**src/rtl/switch_reader_if.sv**
```systemverilog
// ---------------------------------------------------------------------------
// switch_reader_if
// Peripheral read/write bus between the single-cycle core and the switch
// reader. The core drives the address, write strobe and write data. The
// peripheral returns combinational read data and a level interrupt.
//
// Signals:
//   iAddr  [1:0]  register word select (0 STATE, 1 EDGE, 2 MASK, 3 COUNT)
//   iWe           write strobe, sampled at the rising clock edge
//   iWData [31:0] write data
//   oRData [31:0] read data for iAddr, combinational
//   oIrq          interrupt request, active-high level
//
// Modports:
//   master  CPU side
//   slave   peripheral side
// ---------------------------------------------------------------------------
interface switch_reader_if;
    logic [1:0]  iAddr;
    logic        iWe;
    logic [31:0] iWData;
    logic [31:0] oRData;
    logic        oIrq;

    modport master (
        output iAddr,
        output iWe,
        output iWData,
        input  oRData,
        input  oIrq
    );

    modport slave (
        input  iAddr,
        input  iWe,
        input  iWData,
        output oRData,
        output oIrq
    );
endinterface

```
**src/rtl/switch_reader.sv**
```systemverilog
// ---------------------------------------------------------------------------
// switch_reader
// Memory-mapped input peripheral for the board switches. Each switch bit is
// synchronised and then debounced. Accepted changes set sticky EDGE flags and
// are counted in COUNT. A maskable level interrupt is raised from EDGE & MASK.
//
// Ports:
//   iClk            system clock, rising edge
//   iRst            synchronous active-high reset
//   iSwitch [WIDTH] raw asynchronous switch levels
//   bus             switch_reader_if.slave (iAddr, iWe, iWData, oRData, oIrq)
//
// Register map (word select):
//   0 STATE  debounced switch levels, read-only
//   1 EDGE   sticky change flags, write-1-to-clear
//   2 MASK   interrupt enable per bit, read/write
//   3 COUNT  16-bit count of accepted changes, read-only, wraps
// ---------------------------------------------------------------------------
module switch_reader #(
    parameter int WIDTH           = 8,
    parameter int DEBOUNCE_CYCLES = 20000,
    parameter int CNT_W           = 16
) (
    input  logic             iClk,
    input  logic             iRst,
    input  logic [WIDTH-1:0] iSwitch,
    switch_reader_if.slave   bus
);

    // Counter value at which a held mismatch is accepted on the next edge.
    localparam logic [CNT_W-1:0] CNT_LAST = CNT_W'(DEBOUNCE_CYCLES - 1);

    logic [WIDTH-1:0] syncStage1;
    logic [WIDTH-1:0] syncStage2;
    logic [WIDTH-1:0] stateReg;
    logic [WIDTH-1:0] edgeReg;
    logic [WIDTH-1:0] maskReg;
    logic [15:0]      countReg;
    logic [CNT_W-1:0] debounceCnt [WIDTH];

    logic [WIDTH-1:0] changeEvt;
    logic [WIDTH-1:0] edgeClear;
    logic [15:0]      eventCount;
    logic [31:0]      rData;
    logic             unusedWData;

    // Only the low WIDTH bits of the write data reach any register. The
    // reduction keeps the rest of the bus visibly consumed.
    assign unusedWData = ^bus.iWData;

    // A bit produces a change event when its synchronised level has differed
    // from the accepted level for the full debounce window. The events are
    // also summed here, so simultaneous changes advance COUNT together.
    always_comb begin
        changeEvt  = '0;
        eventCount = '0;
        for (int i = 0; i < WIDTH; i++) begin
            changeEvt[i] = (syncStage2[i] != stateReg[i]) && (debounceCnt[i] == CNT_LAST);
            eventCount   = eventCount + 16'(changeEvt[i]);
        end
    end

    // Bits written as 1 to the EDGE word are cleared. Other addresses and
    // idle cycles clear nothing.
    always_comb begin
        edgeClear = '0;
        if (bus.iWe && (bus.iAddr == 2'd1)) begin
            edgeClear = bus.iWData[WIDTH-1:0];
        end
    end

    // Two-flop synchroniser in front of the debouncers. This is the only
    // place the raw switch pins are sampled.
    always_ff @(posedge iClk) begin
        if (iRst) begin
            syncStage1 <= '0;
            syncStage2 <= '0;
        end else begin
            syncStage1 <= iSwitch;
            syncStage2 <= syncStage1;
        end
    end

    // Per-bit debounce counters. A counter runs only while the synchronised
    // level disagrees with STATE. It restarts from zero on any agreement,
    // which rejects short glitches, and also restarts once a change is
    // accepted.
    always_ff @(posedge iClk) begin
        if (iRst) begin
            for (int i = 0; i < WIDTH; i++) begin
                debounceCnt[i] <= '0;
            end
        end else begin
            for (int i = 0; i < WIDTH; i++) begin
                if ((syncStage2[i] == stateReg[i]) || (debounceCnt[i] == CNT_LAST)) begin
                    debounceCnt[i] <= '0;
                end else begin
                    debounceCnt[i] <= debounceCnt[i] + 1'b1;
                end
            end
        end
    end

    // Accepted levels, sticky flags, mask and change counter. An event only
    // fires on a mismatched bit, so XOR with the events loads the new level.
    // On EDGE the set term is ORed in after the clear, so a new event beats a
    // simultaneous write-1-to-clear of the same bit.
    always_ff @(posedge iClk) begin
        if (iRst) begin
            stateReg <= '0;
            edgeReg  <= '0;
            maskReg  <= '0;
            countReg <= '0;
        end else begin
            stateReg <= stateReg ^ changeEvt;
            edgeReg  <= (edgeReg & ~edgeClear) | changeEvt;
            countReg <= countReg + eventCount;
            if (bus.iWe && (bus.iAddr == 2'd2)) begin
                maskReg <= bus.iWData[WIDTH-1:0];
            end
        end
    end

    // Combinational read mux. Each register is zero-extended to 32 bits, so
    // a load returns in the same CPU cycle and shows the pre-edge value
    // during a write.
    always_comb begin
        rData = '0;
        case (bus.iAddr)
            2'd0:    rData[WIDTH-1:0] = stateReg;
            2'd1:    rData[WIDTH-1:0] = edgeReg;
            2'd2:    rData[WIDTH-1:0] = maskReg;
            default: rData[15:0]      = countReg;
        endcase
    end

    assign bus.oRData = rData;
    assign bus.oIrq   = |(edgeReg & maskReg);

endmodule

```
**src/flat_wrapper.sv**
```systemverilog
// flat-port wrapper written by rule: the top's interface ports become plain ports
module switch_reader_flat 
#(
    parameter int WIDTH           = 8,
    parameter int DEBOUNCE_CYCLES = 20000,
    parameter int CNT_W           = 16
)
  (iClk, iRst, iSwitch, bus_iAddr, bus_iWe, bus_iWData, bus_oRData, bus_oIrq);
  switch_reader_if bus_i ();
  input  logic iClk;
  input  logic iRst;
  input  logic [WIDTH-1:0] iSwitch;
  input wire logic [$bits(bus_i.iAddr)-1:0] bus_iAddr;
  input wire logic [$bits(bus_i.iWe)-1:0] bus_iWe;
  input wire logic [$bits(bus_i.iWData)-1:0] bus_iWData;
  output wire logic [$bits(bus_i.oRData)-1:0] bus_oRData;
  output wire logic [$bits(bus_i.oIrq)-1:0] bus_oIrq;
  assign bus_i.iAddr = bus_iAddr;
  assign bus_i.iWe = bus_iWe;
  assign bus_i.iWData = bus_iWData;
  assign bus_oRData = bus_i.oRData;
  assign bus_oIrq = bus_i.oIrq;
  switch_reader #(.WIDTH(WIDTH), .DEBOUNCE_CYCLES(DEBOUNCE_CYCLES), .CNT_W(CNT_W)) u_core (.iClk(iClk), .iRst(iRst), .iSwitch(iSwitch), .bus(bus_i));
endmodule
```
**config.mk**
```make
export PLATFORM = sky130hd
export DESIGN_NAME = switch_reader_flat
export DESIGN_NICKNAME = d
export VERILOG_FILES = /design/src/rtl/switch_reader_if.sv /design/src/rtl/switch_reader.sv /design/src/flat_wrapper.sv
export SDC_FILE = /design/constraint.sdc
export NUM_CORES = 1
export LEC_CHECK = 0
export CORE_MARGIN = 2
export CORE_UTILIZATION = 40
export DETAILED_ROUTE_END_ITERATION = 10
export HOLD_SLACK_MARGIN = 0.15
export MAX_ROUTING_LAYER = met4
export SLEW_MARGIN = 20
export SYNTH_ARGS = -nofsm -noshare
export SYNTH_HDL_FRONTEND = slang
export SYNTH_SLANG_ARGS = --single-unit
```
**constraint.sdc**
```tcl
create_clock -name iClk -period 8.3 [get_ports iClk]
set_input_delay 1.66 -clock iClk [delete_from_list [all_inputs] [get_ports iClk]]
set_output_delay 1.66 -clock iClk [all_outputs]
set_load 0.005 [all_outputs]
```
== Word level (Yosys, flattened, before mapping) ==
Memories as Yosys holds them, arrays and structs flattened.
Cells that the tools add are included.

* Bits in registers: 56
* Memory bits (writable): 128
* Input port bits: 45
* Word-level logic and storage cells: 160
* Memories: 1

{| class="wikitable"
|+ Memory list
! memory !! depth !! width !! read ports !! clocked after memory_dff !! write ports !! line !! text
|-
| u_core.debounceCnt || 8 || 16 || 8 || 0 || 8 || switch_reader.sv:39 || <nowiki>logic [CNT_W-1:0] debounceCnt [WIDTH];</nowiki>
|}

* $add $sub $neg: 16
* Eq/ne operators: 26
* Mux-type cells: 69
* Bitwise gates (word level): 21
* Reductions and logical operators: 21

{| class="wikitable"
|+ Operator list
! kind !! count
|-
| $mux W16 || 16
|-
| $add A16 B1 Y16 const B || 8
|-
| $eq A16 B15 Y1 const B || 8
|-
| $add A16 B1 Y16 || 6
|-
| $mux W1 || 50
|-
| $pmux W8 S3 || 1
|-
| $add A16 B16 Y16 || 1
|-
| $and A8 B8 Y8 || 2
|-
| $mux W8 || 2
|-
| $or A1 B1 Y1 || 16
|-
| $logic_and A1 B1 Y1 || 10
|-
| $eq A1 B1 Y1 || 8
|-
| $logic_or A1 B1 Y1 || 8
|-
| $ne A1 B1 Y1 || 8
|-
| $not A8 Y8 || 1
|-
| $or A8 B8 Y8 || 1
|-
| $reduce_or A8 Y1 || 1
|-
| $xor A8 B8 Y8 || 1
|-
| $reduce_or A3 Y1 || 1
|-
| $add A1 B1 Y2 || 1
|-
| $eq A2 B1 Y1 const B || 1
|-
| $eq A2 B2 Y1 const B || 1
|-
| $logic_not A2 Y1 || 1
|}

== Longest topological paths before layout ==
Gate-level depths: netlist of run 1.
An unclocked memory read counts as a cell.

* Depth after elaboration: 11
* Gate-level depth with buffers: 17
* Gate-level depth less buffers: 16

== Least setup slack after synthesis of run 1 ==
Ideal clock, no wire load.

* Kind: reg-to-reg
* From: mem u_core.debounceCnt[0][6]
* To: reg u_core.countReg[6]
* Setup time: 0.121 ns
* Arrival: 4.865 ns
* Setup slack: 3.315 ns
* Cell stages (with the launch flop): 17
* Path buffers: 1
* Period minus slack after synthesis: 4.985 ns
* Path through: edfxtp_1 -> or4_1 -> or4_1 -> buf_2 -> nor2_1 -> ha_1 -> inv_1 -> fa_1 -> fa_1 -> inv_1 -> fa_1 -> ha_1 -> fa_1 -> a211oi_1 -> nor2_1 -> o21ai_0 -> mux2_2

{| class="wikitable"
|+ RTL lines
! item !! line !! text
|-
| from (decl) || switch_reader.sv:39 ||
|-
| to (signal assigned) || switch_reader.sv:117 || <nowiki>countReg <= countReg + eventCount;</nowiki>
|-
| to (decl) || switch_reader.sv:38 || <nowiki>logic [15:0] countReg;</nowiki>
|}

== Worst setup path in the final report of run 1 ==
* From: in bus_iAddr[1]
* To: out bus_oRData[3]

* Word-level cells in the longest chain between the ends: 2
* Elaborated cells on any way between the ends: 4

{| class="wikitable"
|+ RTL lines
! item !! line !! text
|-
| from (decl) || flat_wrapper.sv:13 || <nowiki>input wire logic [$bits(bus_i.iAddr)-1:0] bus_iAddr;</nowiki>
|-
| $eq A2 B2 Y1, or another cell as far along || switch_reader.sv:129 || <nowiki>case (bus.iAddr)</nowiki>
|-
| $pmux W8 S3 (*) || switch_reader.sv:129 ||
|-
| to (decl) || flat_wrapper.sv:16 || <nowiki>output wire logic [$bits(bus_i.oRData)-1:0] bus_oRData;</nowiki>
|}

Mark *: on every way between the ends. The rest lies on a longest branch, timed or not.

==> flow_metrics.tcl, run 1 <==
set metrics [dict create \
    hold_violations 0 \
    syn_to_final_growth_pct 16.2 \
    drcViolationCount 0 \
    cts-root-buf "clkbuf_16" \
    synth-edff-count 128 \
    tightest_slew_ns 0.964 \
    ys.flop_type "edfxtp_1" \
    fin_crit_ns 5.52 \
    maxSlewHeadroom_pct 35.6 \
    fin_crit_sh_pct 66.6 \
    initial_core_util_pct 40.6 \
    routedWlPerCell_um 12.8 \
    dpl-instance-area_mm2 0.0109 \
    cts_setup_buffers 0 \
    drive_above_1_share_pct 5.26 \
    total_leakage_power_uw 0.00406 \
    skew_ns 0.00915 \
    min_path_type "flip-flop to flip-flop" \
    htree_levels 4 \
    ys_seq_area_share_pct 50.4 \
    grt_max_degree 76 \
    cts.sinks 184 \
    fin_nets 1158 \
    critPathMaxFanout 18 \
    globalRouteOverflowTotal 0 \
    clock_latency_ns 0.44 \
    critPathLaunchType "input port" \
    power_density_mw_per_mm2 170 \
    numCtsBuffers 17 \
    drt_wl_total_mm 18.2 \
    ios 78 \
    dr.pass1.iters 4 \
    syn_area_per_cell_um2 10.5 \
    critical_path_required_ns 6.64 \
    grt_pass1_vias 6452 \
    status "completed" \
    core_area_mm2 0.0242 \
    path_clk_slew_ns 0.07 \
    vias 6816 \
    cts_tree "done" \
    port_buffers 37 \
    setup_viol 0 \
    crit_type "input port to output pin" \
    num_rows 57 \
    async_reset_ff_share_pct 0 \
    clockBufferDepth 2 \
    worst_path_dominant_cell_family "buffers and inverters" \
    ys_top_cells_by_area "edfxtp_1, dfxtp_1, xnor2_1" \
    post_cts_resized 0 \
    ys_seq_elements 184 \
    drv_slew 0 \
    crit_chain "clkdlybuf4s50_1 > mux4_2 > clkdlybuf4s50_1" \
    place.gp.congestion 0.801 \
    antenna_cells 0 \
    synth_cell_types 56 \
    peakVddDrop_uv 130 \
    grt.total_usage_pct 15.2 \
    drv_cap 0 \
    path_buf_inv 2 \
    die_y_um 161 \
    syn_inst 942 \
    place_hpwl_mm 13.1 \
    hold_buffers 0 \
    via_per_inst 4.78 \
    tns_ns 0 \
    yosys_warnings 0 \
    cp_common_cell "clkdlybuf4s50_1" \
    grt_setup_unrepaired "false" \
    final_antenna_net_count 0 \
    fmax_mhz 181 \
    fin_area_mm2 0.0114 \
    antenna_found_initial 0 \
    cp_data_arrival_time_ns 3.86 \
    grt_pass1_wl_mm 31.0 \
    synth_top_area_share_pct 39.0 \
    final_cell_mix "nor2_1, conb_1, edfxtp_1" \
    die_w_um 161 \
    synth_area_leader_cell "edfxtp_1" \
    worstSetupEndpointType "output pin" \
    layout_commonest_cell "nor2_1" \
    drtIter0Drc 286 \
    synthesis.area_mm2 0.00985 \
    cp_slowest_cell "clkdlybuf4s50_1" \
    dieArea_mm2 0.0259 \
    worst_path_largest_cell_delay_ns 1.07 \
]
## per-layer routing
metal / track usage, % / vias up / wire (um)
li1: - / 3542 / -
met2: 22.9 / 78 / 8160
met4: 5.68 / 0 / 329
met1: 20.4 / 3173 / 9280
met5: - / - / 0
met3: 2.76 / 23 / 463
## logic make-up (layout without fill, tap and decap cells)
group	Yosys count	after routing	share of synthesized area [%]
AO/OA/AOI/OAI	38	38	2.45
XOR/XNOR	121	121	10.8
adder cells (fa/ha/maj)	24	24	3.35
buffers and inverters	71	89	3.82
flip-flops	184	184	50.4
multiplexers	27	27	3.81
other	2	144	0.0763
AND/OR/NAND/NOR	475	475	25.3
## layout make-up
cell class	instances	area, um2
tap	324	405
clock buffer	17	425
multi-input combinational	829	5040
sequential	184	4960
clock inverter	15	154
timing repair buffer	38	373
inverter	19	71.3
fill	2350	12800
## Yosys cell counts, drive strengths merged, types with 6 or more instances
cell type / number
xor2: 47
and3: 18
clkbuf: 23
nand2b: 7
and4: 18
nand4: 54
o31ai: 6
o21ai: 7
nand3b: 6
or4: 10
edfxtp: 128
nor2b: 22
dfxtp: 56
nor4: 31
buf: 29
nor2: 163
nand2: 52
nor3: 27
mux2i: 15
nand3: 41
inv: 19
ha: 20
a21oi: 13
mux4: 8
xnor2: 74
## registers in the layout, indices dropped and copies added, names as in the netlist, named ones only
name and cells:
u_core.debounceCnt 128, u_core.countReg 16, u_core.edgeReg 8, u_core.maskReg 8
u_core.syncStage1 8, u_core.syncStage2 8
## stage by stage
step                      util [%]  power [uW]  cells  setup slack [ns]  hold WS [ns]
after floorplan                  -        1130   1084              3.31         0.414
after global placement        44.8        1150   1394              2.74         0.426
after detailed placement      44.8        1160   1394              2.70         0.426
after CTS                     47.2        1960   1426              2.70         0.443
after global routing          47.2        2020   1426              2.50         0.458
final                         47.2        1940   1426              2.78         0.441
## final timing paths
path / slack [ns] / end / cells after the start / startpoint
max: 2.78 / bus_oRData[3] / 3 / bus_iAddr[1]
min: 0.44 / u_core.syncStage2[1] / 1 / u_core.syncStage1[1]
max reg2reg: 2.87 / u_core.countReg[10] / 15 / u_core.debounceCnt[0][6]
min reg2reg: 0.44 / u_core.syncStage2[1] / 1 / u_core.syncStage1[1]
## where the power goes
part | internal [uW] | total, uW | leakage [uW] | switching [uW]
logic | 39.0 | 89.5 | 0.00201 | 50.5
registers | 1010 | 1050 | 0.00178 | 35.1
clock network | 425 | 805 | 0.000270 | 380
Note: power is estimated with default switching activity, not from simulation.
==> run 2, diff against run 1 <==
- clock period: 8.3 -> 4.84 ns (I/O delays scaled with it)
==> run 2 against run 1 <==
  * The flow now finishes with violations (setup timing)
  * Critical path type is now flip-flop to flip-flop
  * Clock power grew 60%
  * Total power up 67%
  * Global-route usage rose by 0.64 points
  * Non-clock buffer count rose by 32
  * Setup slack got worse by 2.8 ns
  * Sequential share of layout area shrank 1.2 points
  * Critical endpoint is now u_core.countReg[6]
  * Final cell count rose by 2.2%
  * Wire length is 3.1% higher
==> flow_metrics.tcl, run 2 (synthesized netlist as in run 1, its figures left out) <==
set metrics [dict create \
    die_w_um 161 \
    largest-register "u_core.debounceCnt" \
    syn_to_final_growth_pct 19.4 \
    setup_ws_ns -0.0372 \
    drt_wl_total_mm 18.8 \
    grt.total_usage_pct 15.8 \
    worstSetupEndpointType "flip-flop" \
    place.gp.congestion 0.777 \
    critPathLaunchType "flip-flop" \
    drcViolationCount 0 \
    vias 6969 \
    num_rows 57 \
    critical_path_required_ns 5.15 \
    dpl-instance-area_mm2 0.0111 \
    drv_slew 0 \
    holdWs_ns 0.441 \
    cp_data_arrival_time_ns 5.18 \
    globalRouteOverflowTotal 0 \
    fin_crit_ns 4.88 \
    fin_crit_sh_pct 101 \
    hold_buffers 0 \
    clock_latency_ns 0.43 \
    setup_viol 2 \
    clockBufferDepth 2 \
    dp.cells 1421 \
    drtIter0Drc 303 \
    dr.pass1.iters 4 \
    cts.sinks 184 \
    power_density_mw_per_mm2 277 \
    pre_cts_ws_ns -0.189 \
    grt_max_degree 48 \
    antenna_cells 0 \
    min_path_type "flip-flop to flip-flop" \
    path_clk_slew_ns 0.07 \
    ios 78 \
    total_leakage_power_uw 0.00422 \
    layout.cells.non_filler 1458 \
    grt_setup_unrepaired "true" \
    layout_commonest_cell "nor2_1" \
    die_y_um 161 \
    numCtsBuffers 17 \
    peakVddDrop_uv 172 \
    route.met2.wl_mm 9.06 \
    reg2regPathDepth 16 \
    tightest_slew_ns 0.677 \
    via_per_inst 4.78 \
    drive_above_1_share_pct 8.82 \
    initial_core_util_pct 40.6 \
    cts_tree "done" \
    wl_met1_mm 9.21 \
    critPathMaxFanout 2 \
    hold_depth 1 \
    largestRegisters "u_core.debounceCnt x128, u_core.countReg x16" \
    hold_violations 0 \
    cts-root-buf "clkbuf_16" \
    fin_nets 1190 \
    routed-wl-met3_um 384 \
    htree_levels 4 \
    tns_ns -0.0587 \
    final_cell_mix "nor2_1, conb_1, edfxtp_1" \
    status "complete, but fails checks" \
    core_area_mm2 0.0242 \
    fmax_mhz 205 \
    top_layer "met4" \
    port_buffers 37 \
    largest_reg_flops 128 \
    violations "setup timing" \
    grt_pass1_vias 6653 \
    maxSlewHeadroom_pct 54.7 \
    fin_area_mm2 0.0118 \
    antenna_found_initial 0 \
    skew_ns 0.0115 \
    crit_type "flip-flop to flip-flop" \
    final_antenna_net_count 0 \
    drv_cap 0 \
    grt_pass1_wl_mm 32.3 \
    routedWlPerCell_um 12.9 \
    place_hpwl_mm 13.6 \
    dieArea_mm2 0.0259 \
    fillCellCount 2290 \
]
run 2: cell types whose count changed in the layout (fill, tap and decap cells not counted), moves of 4 or more:
cell / previous run / this run
buf_4: 1 / 29
clkinv_1: 0 / 4
mux2_4: 0 / 4
inv_6: 6 / 1
mux2_2: 4 / 0
run 2: final cells by class:
type                            count  area (um2)  share of cell area, %
Timing Repair Buffer               70         637                   5.42
Sequential cell                   184        4960                   42.2
Inverter                           19        71.3                  0.607
Clock inverter                     14         108                  0.915
Tap cell                          324         405                   3.45
Multi-Input combinational cell    829        5140                   43.7
Clock buffer                       18         429                   3.65
run 2: worst max-delay path, cell delays in order, from the launching register on:
cell and delay (ns):
edfxtp_1 0.38, or4b_1 0.53, or4_4 0.55, nor2_2 0.10, ha_1 0.24, inv_2 0.06
fa_1 0.40, fa_1 0.53, inv_2 0.04, fa_2 0.48, ha_4 0.18, fa_2 0.36
buf_6 0.13, a211oi_2 0.19, nor2_1 0.09, o21ai_1 0.17, mux2_4 0.31
run 2: per-stage QoR:
step	power, uW	util, %
finish	3250	48.5
global route	3390	48.5
CTS	3290	48.1
detailed placement	1990	45.8
global placement	1990	45.8
floorplan	1940	-
run 2: worst paths after layout:
check        slack, ns                      start                    to
max              -0.04  u_core.debounceCnt[0][13]    u_core.countReg[6]
min               0.44       u_core.syncStage1[1]  u_core.syncStage2[1]
max reg2reg      -0.04  u_core.debounceCnt[0][13]    u_core.countReg[6]
min reg2reg       0.44       u_core.syncStage1[1]  u_core.syncStage2[1]
run 2: report_power, final:
part / total [uW] / switching [uW] / leakage [uW] / internal [uW]
Clock: 1290 / 589 / 0.000252 / 700
Sequential: 1790 / 56.3 / 0.00178 / 1740
Combinational: 170 / 93.2 / 0.00220 / 77.1
run 2: per-layer routing:
layer  track usage (%)  vias up
li1                  -     3613
met1              20.5     3294
met2              25.6       52
met3              3.07       10
met4              3.90        0
met5                 -        -
run 2: timing repair:
item,CTS,global route
pin swaps,7,10
gates resized for setup,6,14
buffers inserted,2,5
endpoints found under the setup margin,5,12
